===== src/rtl/rnn_mem_arbiter.sv =====
// Core/host arbiter for the shared RNN memory port, core-first with host anti-starvation.
// Optional stall counters are enabled by defining RNN_ARB_PERF_EN.
module rnn_mem_arbiter #(
  parameter int WAIT_MAX = 15,
  parameter int DW       = 20,
  parameter int AW       = 17
) (
  input  logic          clk,
  input  logic          reset,
  input  logic          c_req,
  input  logic          c_we,
  input  logic [2:0]    c_sel,
  input  logic [AW-1:0] c_addr,
  input  logic [DW-1:0] c_wdata,
  output logic          c_gnt,
  output logic          c_rvalid,
  output logic [DW-1:0] c_rdata,
  input  logic          h_req,
  input  logic          h_we,
  input  logic [2:0]    h_sel,
  input  logic [AW-1:0] h_addr,
  input  logic [DW-1:0] h_wdata,
  output logic          h_gnt,
  output logic          h_rvalid,
  output logic [DW-1:0] h_rdata,
  output logic          m_ce,
  output logic          m_we,
  output logic [2:0]    m_sel,
  output logic [AW-1:0] m_addr,
  output logic [DW-1:0] m_wdata,
  input  logic [DW-1:0] m_rdata
`ifdef RNN_ARB_PERF_EN
  ,
  output logic [15:0]   c_stall_cnt,
  output logic [15:0]   h_stall_cnt
`endif
);

  localparam int CW = $clog2(WAIT_MAX + 1);
  localparam logic [CW-1:0] WMAX = CW'(WAIT_MAX);

  typedef enum logic {
    PRI_CORE,
    PRI_HOST
  } state_t;

  state_t        state, state_nxt;
  logic [CW-1:0] wait_cnt, wait_nxt;
  logic          host_first;
  logic          any_gnt;
  logic          own1, own2;
  logic          rd1, rd2;
  logic [DW-1:0] c_rdata_q, h_rdata_q;

  // A host that has just hit the wait limit wins in that same cycle.
  assign host_first = (state == PRI_HOST) || (wait_cnt == WMAX);
  assign any_gnt    = c_gnt | h_gnt;

  always_comb begin
    c_gnt     = 1'b0;
    h_gnt     = 1'b0;
    state_nxt = state;
    wait_nxt  = wait_cnt;
    if (!reset) begin
      if (c_req && h_req) begin
        h_gnt = host_first;
        c_gnt = !host_first;
      end else begin
        c_gnt = c_req;
        h_gnt = h_req;
      end
    end
    unique case (state)
      PRI_CORE: if (wait_cnt == WMAX && !h_gnt) state_nxt = PRI_HOST;
      PRI_HOST: if (h_gnt) state_nxt = PRI_CORE;
    endcase
    if (h_gnt || !h_req)
      wait_nxt = '0;
    else if (wait_cnt != WMAX)
      wait_nxt = wait_cnt + CW'(1);
  end

  always_ff @(posedge clk) begin
    if (reset) begin
      state    <= PRI_CORE;
      wait_cnt <= '0;
    end else begin
      state    <= state_nxt;
      wait_cnt <= wait_nxt;
    end
  end

  always_ff @(posedge clk) begin
    if (reset) begin
      m_ce      <= 1'b0;
      m_we      <= 1'b0;
      m_sel     <= '0;
      m_addr    <= '0;
      m_wdata   <= '0;
      own1      <= 1'b0;
      own2      <= 1'b0;
      rd1       <= 1'b0;
      rd2       <= 1'b0;
      c_rdata_q <= '0;
      h_rdata_q <= '0;
    end else begin
      m_ce <= any_gnt;
      if (any_gnt) begin
        m_we    <= h_gnt ? h_we    : c_we;
        m_sel   <= h_gnt ? h_sel   : c_sel;
        m_addr  <= h_gnt ? h_addr  : c_addr;
        m_wdata <= h_gnt ? h_wdata : c_wdata;
      end
      own1 <= h_gnt;
      rd1  <= h_gnt ? !h_we : (c_gnt && !c_we);
      own2 <= own1;
      rd2  <= rd1;
      if (c_rvalid) c_rdata_q <= m_rdata;
      if (h_rvalid) h_rdata_q <= m_rdata;
    end
  end

  assign c_rvalid = rd2 && !own2;
  assign h_rvalid = rd2 && own2;
  assign c_rdata  = c_rvalid ? m_rdata : c_rdata_q;
  assign h_rdata  = h_rvalid ? m_rdata : h_rdata_q;

`ifdef RNN_ARB_PERF_EN
  always_ff @(posedge clk) begin
    if (reset) begin
      c_stall_cnt <= '0;
      h_stall_cnt <= '0;
    end else begin
      if (c_req && !c_gnt && c_stall_cnt != 16'hFFFF)
        c_stall_cnt <= c_stall_cnt + 16'd1;
      if (h_req && !h_gnt && h_stall_cnt != 16'hFFFF)
        h_stall_cnt <= h_stall_cnt + 16'd1;
    end
  end
`endif

endmodule


===== config.mk =====
export PLATFORM = sky130hd
export DESIGN_NAME = rnn_mem_arbiter
export DESIGN_NICKNAME = d
export VERILOG_FILES = /design/src/rtl/rnn_mem_arbiter.sv
export SDC_FILE = /design/constraint.sdc
export NUM_CORES = 1
export LEC_CHECK = 0
export ABC_CLOCK_PERIOD_IN_PS = 2100
export CAP_MARGIN = 20
export CORE_ASPECT_RATIO = 1.2
export CORE_MARGIN = 8
export CORE_UTILIZATION = 43
export CTS_BUF_LIST = sky130_fd_sc_hd__clkbuf_8
export DETAILED_ROUTE_END_ITERATION = 8
export PLACE_DENSITY = 0.88
export SYNTH_ARGS = -nofsm -noshare
export SYNTH_HDL_FRONTEND = slang
export SYNTH_SLANG_ARGS = --single-unit

===== constraint.sdc =====
create_clock -name clk -period 2.1 [get_ports clk]
set_clock_uncertainty 0.15 [all_clocks]
set_input_delay 0.525 -clock clk [delete_from_list [all_inputs] [get_ports clk]]
set_output_delay 0.525 -clock clk [all_outputs]
set_load 0.005 [all_outputs]

Word level (Yosys, flattened, before mapping)
Index checks and enable logic that the tools add are counted.
Widths: inputs -> output; s select.
{ "classes": {"reduce_logical": 14, "bitwise": 2, "eq_ne": 2, "n_mux": 14, "add_sub_neg": 1} }
{ "ops": {"columns": ["cell", "n"], "rows": [
  ["$mux 20", 3],
  ["$mux 17", 1],
  ["$mux 1", 8],
  ["$logic_not 1->1", 6],
  ["$logic_and 1x1->1", 5],
  ["$add 4x1->4 const B", 1],
  ["$eq 4x4->1 const B", 1],
  ["$ne 4x4->1 const B", 1],
  ["$mux 3", 1],
  ["$logic_or 1x1->1", 2],
  ["$pmux 1 s2", 1],
  ["$reduce_or 2->1", 1],
  ["$not 1->1", 1],
  ["$or 1x1->1", 1]
]} }
{ "totals": {"elab_cells": 46, "ff_bits": 91, "out_inout_bits": 86, "input_bits": 106} }

Depth between registers and ports, before layout
Gate-level depths: netlist of run 1.
{ "depth": {"depth_word": 8, "ltp_mapped": 6, "ltp_nobuf": 4} }

Least setup slack after synthesis of run 1
Ideal clock, no wire load.
{ "synth_timing": {"kind": "input port to output port", "startpoint": "input port reset", "endpoint": "output port h_gnt", "t_arrival_ns": 1.278, "n_path_buf": 3, "path_slack_ns": 0.147, "required_time_ns": 1.425, "stages": 4, "cell_sequence": "buf_2 -> buf_2 -> clkbuf_1 -> a211oi_1"} }
{ "synth_via": {"elab_chain_len": 1} }
{ "synth_lines": {"columns": ["item", "line", "text"], "rows": [
  ["start, declared", "9", "input logic reset,"],
  ["$mux 1", "64", "if (!reset) begin"],
  ["end, declared", "23", "output logic h_gnt,"]
]} }
No other way between the ends.

Worst setup path in the final report of run 1
{ "layout_timing": {"startpoint": "register own2", "endpoint": "output port h_rdata[2]"} }
{ "layout_via": {"elab_chain_len": 2} }
{ "layout_lines": {"columns": ["item", "line", "text"], "rows": [
  ["start, declared", "51", "logic own1, own2;"],
  ["start signal, assigned", "116", "own2 <= own1;"],
  ["$logic_and 1x1->1", "124", "assign h_rvalid = rd2 && own2;"],
  ["$mux 20", null, null],
  ["end, declared", "25", "output logic [DW-1:0] h_rdata,"]
]} }
No other way between the ends.

==> results of run 1 <==
## layer usage
| metal | GRT usage, % | up-vias |
|---|---|---|
| met5 | 0 | - |
| met1 | 27.0 | 2119 |
| li1 | - | 2009 |
| met3 | 6.48 | 34 |
| met2 | 40.8 | 204 |
| met4 | 8.59 | 2 |
## power by group
group | total (mW) | switching [mW] | internal [mW]
combinational | 0.802 | 0.316 | 0.487
clock | 1.48 | 0.647 | 0.828
sequential | 1.86 | 0.0485 | 1.81
total | 4.14 | 1.01 | 3.13
## worst max path at each step
stage,startpoint,to,slack (ns),depth (start not counted)
floorplan,reset,h_gnt,0.15,4
global placement,h_req,h_gnt,-0.44,4
detailed placement,h_req,c_gnt,-0.46,4
CTS,own2$_SDFF_PP0_,c_rdata[12],-0.24,6
global route,own2$_SDFF_PP0_,h_rdata[2],-0.23,6
finish,own2$_SDFF_PP0_,h_rdata[2],-0.17,6
## logic make-up after synthesis
group / count (synthesis) / synth area share (%)
DFF: 91 / 42.2
adders and majority gates: 1 / 0.290
AOI/OAI and AO/OA: 132 / 27.6
xor gates and xnor gates: 1 / 0.203
buffers and inverters: 58 / 6.78
and+or+nand+nor: 96 / 12.5
muxes: 40 / 10.4
## critical path: cells and delay by family, from the launching register on
kind	cells	cell delay, ns
buf+inv	4	0.51
flops	1	0.35
mux	1	0.31
simple gates	1	0.06
## synth_stat cells, drive strengths merged
cell      n
a211oi    2
nor2      2
or3       1
a2111oi  82
ha        1
and3      1
or2       2
nor2b    42
nor3     42
nand2b    2
a21oi     2
clkbuf   34
dfxtp    91
a311oi    1
nand3     1
inv       4
a21o      1
o21bai   41
xnor2     1
mux2     40
a31oi     2
a31o      1
nand2     2
nor4bb    1
buf      20
## state kept, by name, indices dropped and copies added, names as in the netlist, 3 cells and up
| register | flops |
|---|---|
| wait_cnt | 4 |
| m_sel | 3 |
| c_rdata_q | 20 |
| m_addr | 17 |
| m_wdata | 20 |
| h_rdata_q | 20 |
## cell type report
class	instances	area, µm²	area share [%]
Clock inverter	6	111	1.56
Tap cell	126	158	2.21
Multi-Input combinational cell	270	2400	33.7
Sequential cell	91	1830	25.7
Inverter	4	15.0	0.211
Clock buffer	10	138	1.93
Timing Repair Buffer	234	2480	34.7
Antenna cell	1	2.50	0.0351
## repair_timing
action / CTS / global route
cloned: 6 / 0
buffers inserted: 13 / 6
pin swaps: 1 / 0
endpoints found under the setup margin: 44 / 44
resized for setup: 267 / 11
==> results.toml, run 1 <==
[status]
outcome = "finished with violations"
failed_checks = "setup timing"

[drt]
routed-wl-met2_um = 8560
highest_layer = "met5"
drt_iter0_drc = 234
wl_met1_um = 6650
routed_wl_um = 16900
vias_per_cell = 5.89
drc = 0
first_pass_iters = 5
wl_per_cell_um = 22.7
met3_length_um = 1160
via_count = 4368
ant_nets = 0

[pwr]
ir_drop_v = 0.000286
total_power_mw = 4.14
power.leakage_nw = 2.82
p_per_area_nw_per_um2 = 580

[timing]
relSlewSlack_pct = 40.3
finalHoldViolCount = 0
grt_setup_unrepaired = "yes"
worst_slack_ns = -0.165
tns_ns = -5.65
min_period_ns = 2.27
timing.hold.ws_ns = 0.277
setup_viol = 40
drv_slew = 0
max_freq_mhz = 441
tightest_slew_ns = 0.896
finalCritPeriodShare_pct = 108

[flow_run]
cap_violations = 0

[global_route]
grt-ovfl-total = 0
antenna_found_initial = 1
grt_usage_pct = 23.7
grt_max_degree = 99
grt_pass1_vias = 4558
grt_pass1_wl_um = 25600

[clock_network]
cts.htree.levels = 3
clk_path_buf_depth = 2
clock_latency_ns = 0.36
numCtsBuffers = 9
cts_tree = "yes"
clk_pin_slew_ns = 0.10
cts_sinks = 91
postCtsHoldBufs = 0
cts-root-buf = "clkbuf_8"

[synth]
syn_nets = 526
synth_area_um2 = 4320
synth_cells = 419
synth_area_leaders = "dfxtp_1 42%, mux2_2 10%, a2111oi_0 8.3%, a2111oi_1 8.1%, o21bai_1 7.1%"
syn_area_per_cell_um2 = 10.3
yosysWarningCount = 0
synth_top_area_share_pct = 42.2
synth_largest_area_cell = "dfxtp_1"
postSynthRegisterBits = 91
ys_seq_area_share_pct = 42.2
ys_types = 31

[worst_setup_path]
worstSetupPathType = "flip-flop to output port"
startpoint_type = "flip-flop"
r2r_start = "wait_cnt[1]$_SDFFE_PP0N_"
required_ns = 1.42
crit_chain = "buf_6 > nand2_8 > buf_12 > buf_16 > mux2_4 > buf_6"
crit_arrival_ns = 1.59
crit_path_end_kind = "output port"
r2r_slack_ns = 0.11
r2r-end = "m_addr[14]$_SDFFE_PP0P_"
crit_path_frequent_cell = "buf_6"
cp_slowest_cell = "dfxtp_2"
crit_fanout = 5
ff2ff_path_depth = 5
worst_path_largest_cell_delay_ns = 0.35

[placed_design]
port_buffers = 191
gp_congestion = 0.745
place_ws_ns = -0.462
dp_hpwl_um = 9790
dp_cells = 702
place_area_um2 = 6300

[final_layout]
finalNetCount = 717
final_core_util_pct = 72.0
layout_commonest_cell = "clkdlybuf4s50_1"
area_growth_pct = 65.0
stdcell_area_um2 = 7130
mostFrequentLayoutCells = "144 x clkdlybuf4s50_1, 87 x dfxtp_1, 44 x buf_6"
drive_above_1_share_pct = 26.7
nFillCells = 663
fin_cells = 742

[hold_path]
whs_path_depth = 1
min_from = "own1$_SDFF_PP0_"
min_path_type = "flip-flop to flip-flop"
worstHoldEndpoint = "own2$_SDFF_PP0_"

[floorplan]
die_w_um = 108
num_io_pins = 192
coreArea_um2 = 9910
die_h_um = 126
initial_core_util_pct = 43.6
rows = 40
die-area_um2 = 13500
Note: power is estimated with default switching activity, not from simulation.
==> inputs of run 2 (changes only) <==
- PLACE_DENSITY: 0.88 -> 0.79
==> results.toml, run 2 (synthesis results as in run 1) <==
[floorplan]
coreArea_um2 = 9910
rows = 40
die_w_um = 108
die_h_um = 126
initial_core_util_pct = 43.6
num_io_pins = 192
die-area_um2 = 13500

[global_route]
grt_pass1_vias = 4388
grt_usage_pct = 20.6
antenna_found_initial = 2
grt-ovfl-total = 0
grt_max_degree = 102
grt_pass1_wl_um = 22800

[drt]
ant_nets = 0
first_pass_iters = 5
vias_per_cell = 5.75
wl_per_cell_um = 20.6
drt_iter0_drc = 212
routed_wl_um = 15100
drc = 0
via_count = 4222

[timing]
worst_slack_ns = -0.150
finalCritPeriodShare_pct = 107
drv_slew = 0
setup_viol = 32
timing.hold.ws_ns = 0.289
relSlewSlack_pct = 64.7
max_freq_mhz = 444
tightest_slew_ns = 0.529
min_period_ns = 2.25
grt_setup_unrepaired = "yes"
finalHoldViolCount = 0

[clock_network]
clock_latency_ns = 0.35
cts_sinks = 91
numCtsBuffers = 9
cts.htree.levels = 3
clk_pin_slew_ns = 0.09
cts-root-buf = "clkbuf_8"
cts_tree = "yes"
clk_path_buf_depth = 2

[pwr]
power.leakage_nw = 2.77
ir_drop_v = 0.000343
power_frac_seq_pct = 44.6
internal_power_mw = 3.22
p_sw_share_pct = 22.6
p_comb_share_pct = 18.6
pwr-share-clk_pct = 36.9
total_power_mw = 4.17
p_per_area_nw_per_um2 = 598
p_switching_uw = 943

[worst_setup_path]
startpoint_type = "flip-flop"
critPathTopFamily = "buffers and inverters"
crit_fanout = 5
worstSetupPathType = "flip-flop to output port"
crit_arrival_ns = 1.58
cp_slowest_cell = "dfxtp_2"
required_ns = 1.42
crit_path_end_kind = "output port"
critical_path_buf_inv_count = 3
worst_path_largest_cell_delay_ns = 0.35
crit_chain = "buf_6 > nand2b_4 > clkbuf_16 > mux2_4 > clkbuf_2"

[final_layout]
mostFrequentLayoutCells = "144 x clkdlybuf4s50_1, 87 x dfxtp_1, 42 x nor3_1, 42 x nor2b_1, 41 x o21bai_1"
diodes = 0
stdcell_area_um2 = 6970
largestRegisters = "c_rdata_q x20, h_rdata_q x20, m_wdata x20"
final_core_util_pct = 70.3
area_growth_pct = 61.3
finalNetCount = 711
drive_above_1_share_pct = 25.7
layout_commonest_cell = "clkdlybuf4s50_1"
nFillCells = 730

[status]
outcome = "finished with violations"
failed_checks = "setup timing"

[placed_design]
port_buffers = 191
dp_hpwl_um = 9740
place_area_um2 = 6350
gp_congestion = 0.774

[hold_path]
min_path_type = "flip-flop to flip-flop"

[flow_run]
cap_violations = 0
[run 2: cell types whose count changed in the layout (fill, tap and decap cells not counted), sizes merged]
cell,previous run,this run
buf,87,63
bufinv,3,4
clkbuf,12,28
clkdlybuf4s15,0,1
clkinv,0,1
diode,1,0
dlygate4sd2,1,2
inv,7,4
[run 2: repair_timing]
action,4_1_cts,5_1_grt
gates resized for setup,156,84
endpoints found under the setup margin,44,43
hold buffers,0,0
cloned,2,4
setup buffers,1,6
pin swaps,1,4
[run 2: worst paths after layout]
path	from	to	slack (ns)	cells past startpoint
max	rd2$_SDFF_PP0_	c_rdata[15]	-0.15	5
min	own1$_SDFF_PP0_	own2$_SDFF_PP0_	0.29	1
max reg2reg	wait_cnt[1]$_SDFFE_PP0N_	m_wdata[11]$_SDFFE_PP0P_	0.16	5
min reg2reg	own1$_SDFF_PP0_	own2$_SDFF_PP0_	0.29	1
[run 2: cell type report]
| class | instances | area (µm²) | share of cell area [%] |
|---|---|---|---|
| Timing Repair Buffer | 228 | 2310 | 33.2 |
| Multi-Input combinational cell | 270 | 2390 | 34.4 |
| Clock inverter | 5 | 125 | 1.80 |
| Tap cell | 126 | 158 | 2.26 |
| Clock buffer | 10 | 138 | 1.98 |
| Inverter | 4 | 15.0 | 0.215 |
| Sequential cell | 91 | 1830 | 26.2 |
[run 2: routing by layer]
metal,share of wire [%],global-route usage [%],vias up
met2,48,33.6,181
met3,10,9.23,27
li1,-,-,1991
met4,2.2,7.86,4
met5,0.13,0,-
met1,40,22.9,2019
[run 2: power groups by stage]
| stage | Sequential [mW] | Combinational [mW] | Clock (mW) |
|---|---|---|---|
| 2_1_floorplan | 1.89 | 0.251 | 0 |
| 3_3_place_gp | 1.89 | 0.723 | 0 |
| 3_5_place_dp | 1.89 | 0.733 | 0 |
| 4_1_cts | 1.86 | 0.754 | 1.57 |
| 5_1_grt | 1.87 | 0.824 | 1.64 |
| 6_report | 1.86 | 0.773 | 1.54 |
[run 2: metrics by stage]
step | setup WS, ns | TNS, ns | cells
3_3_place_gp | -0.444 | -22.25 | 706
4_1_cts | -0.285 | -7.04 | 724
2_1_floorplan | 0.147 | 0 | 419
5_1_grt | -0.196 | -5.54 | 734
6_report | -0.150 | -3.77 | 734
3_5_place_dp | -0.446 | -24.01 | 706
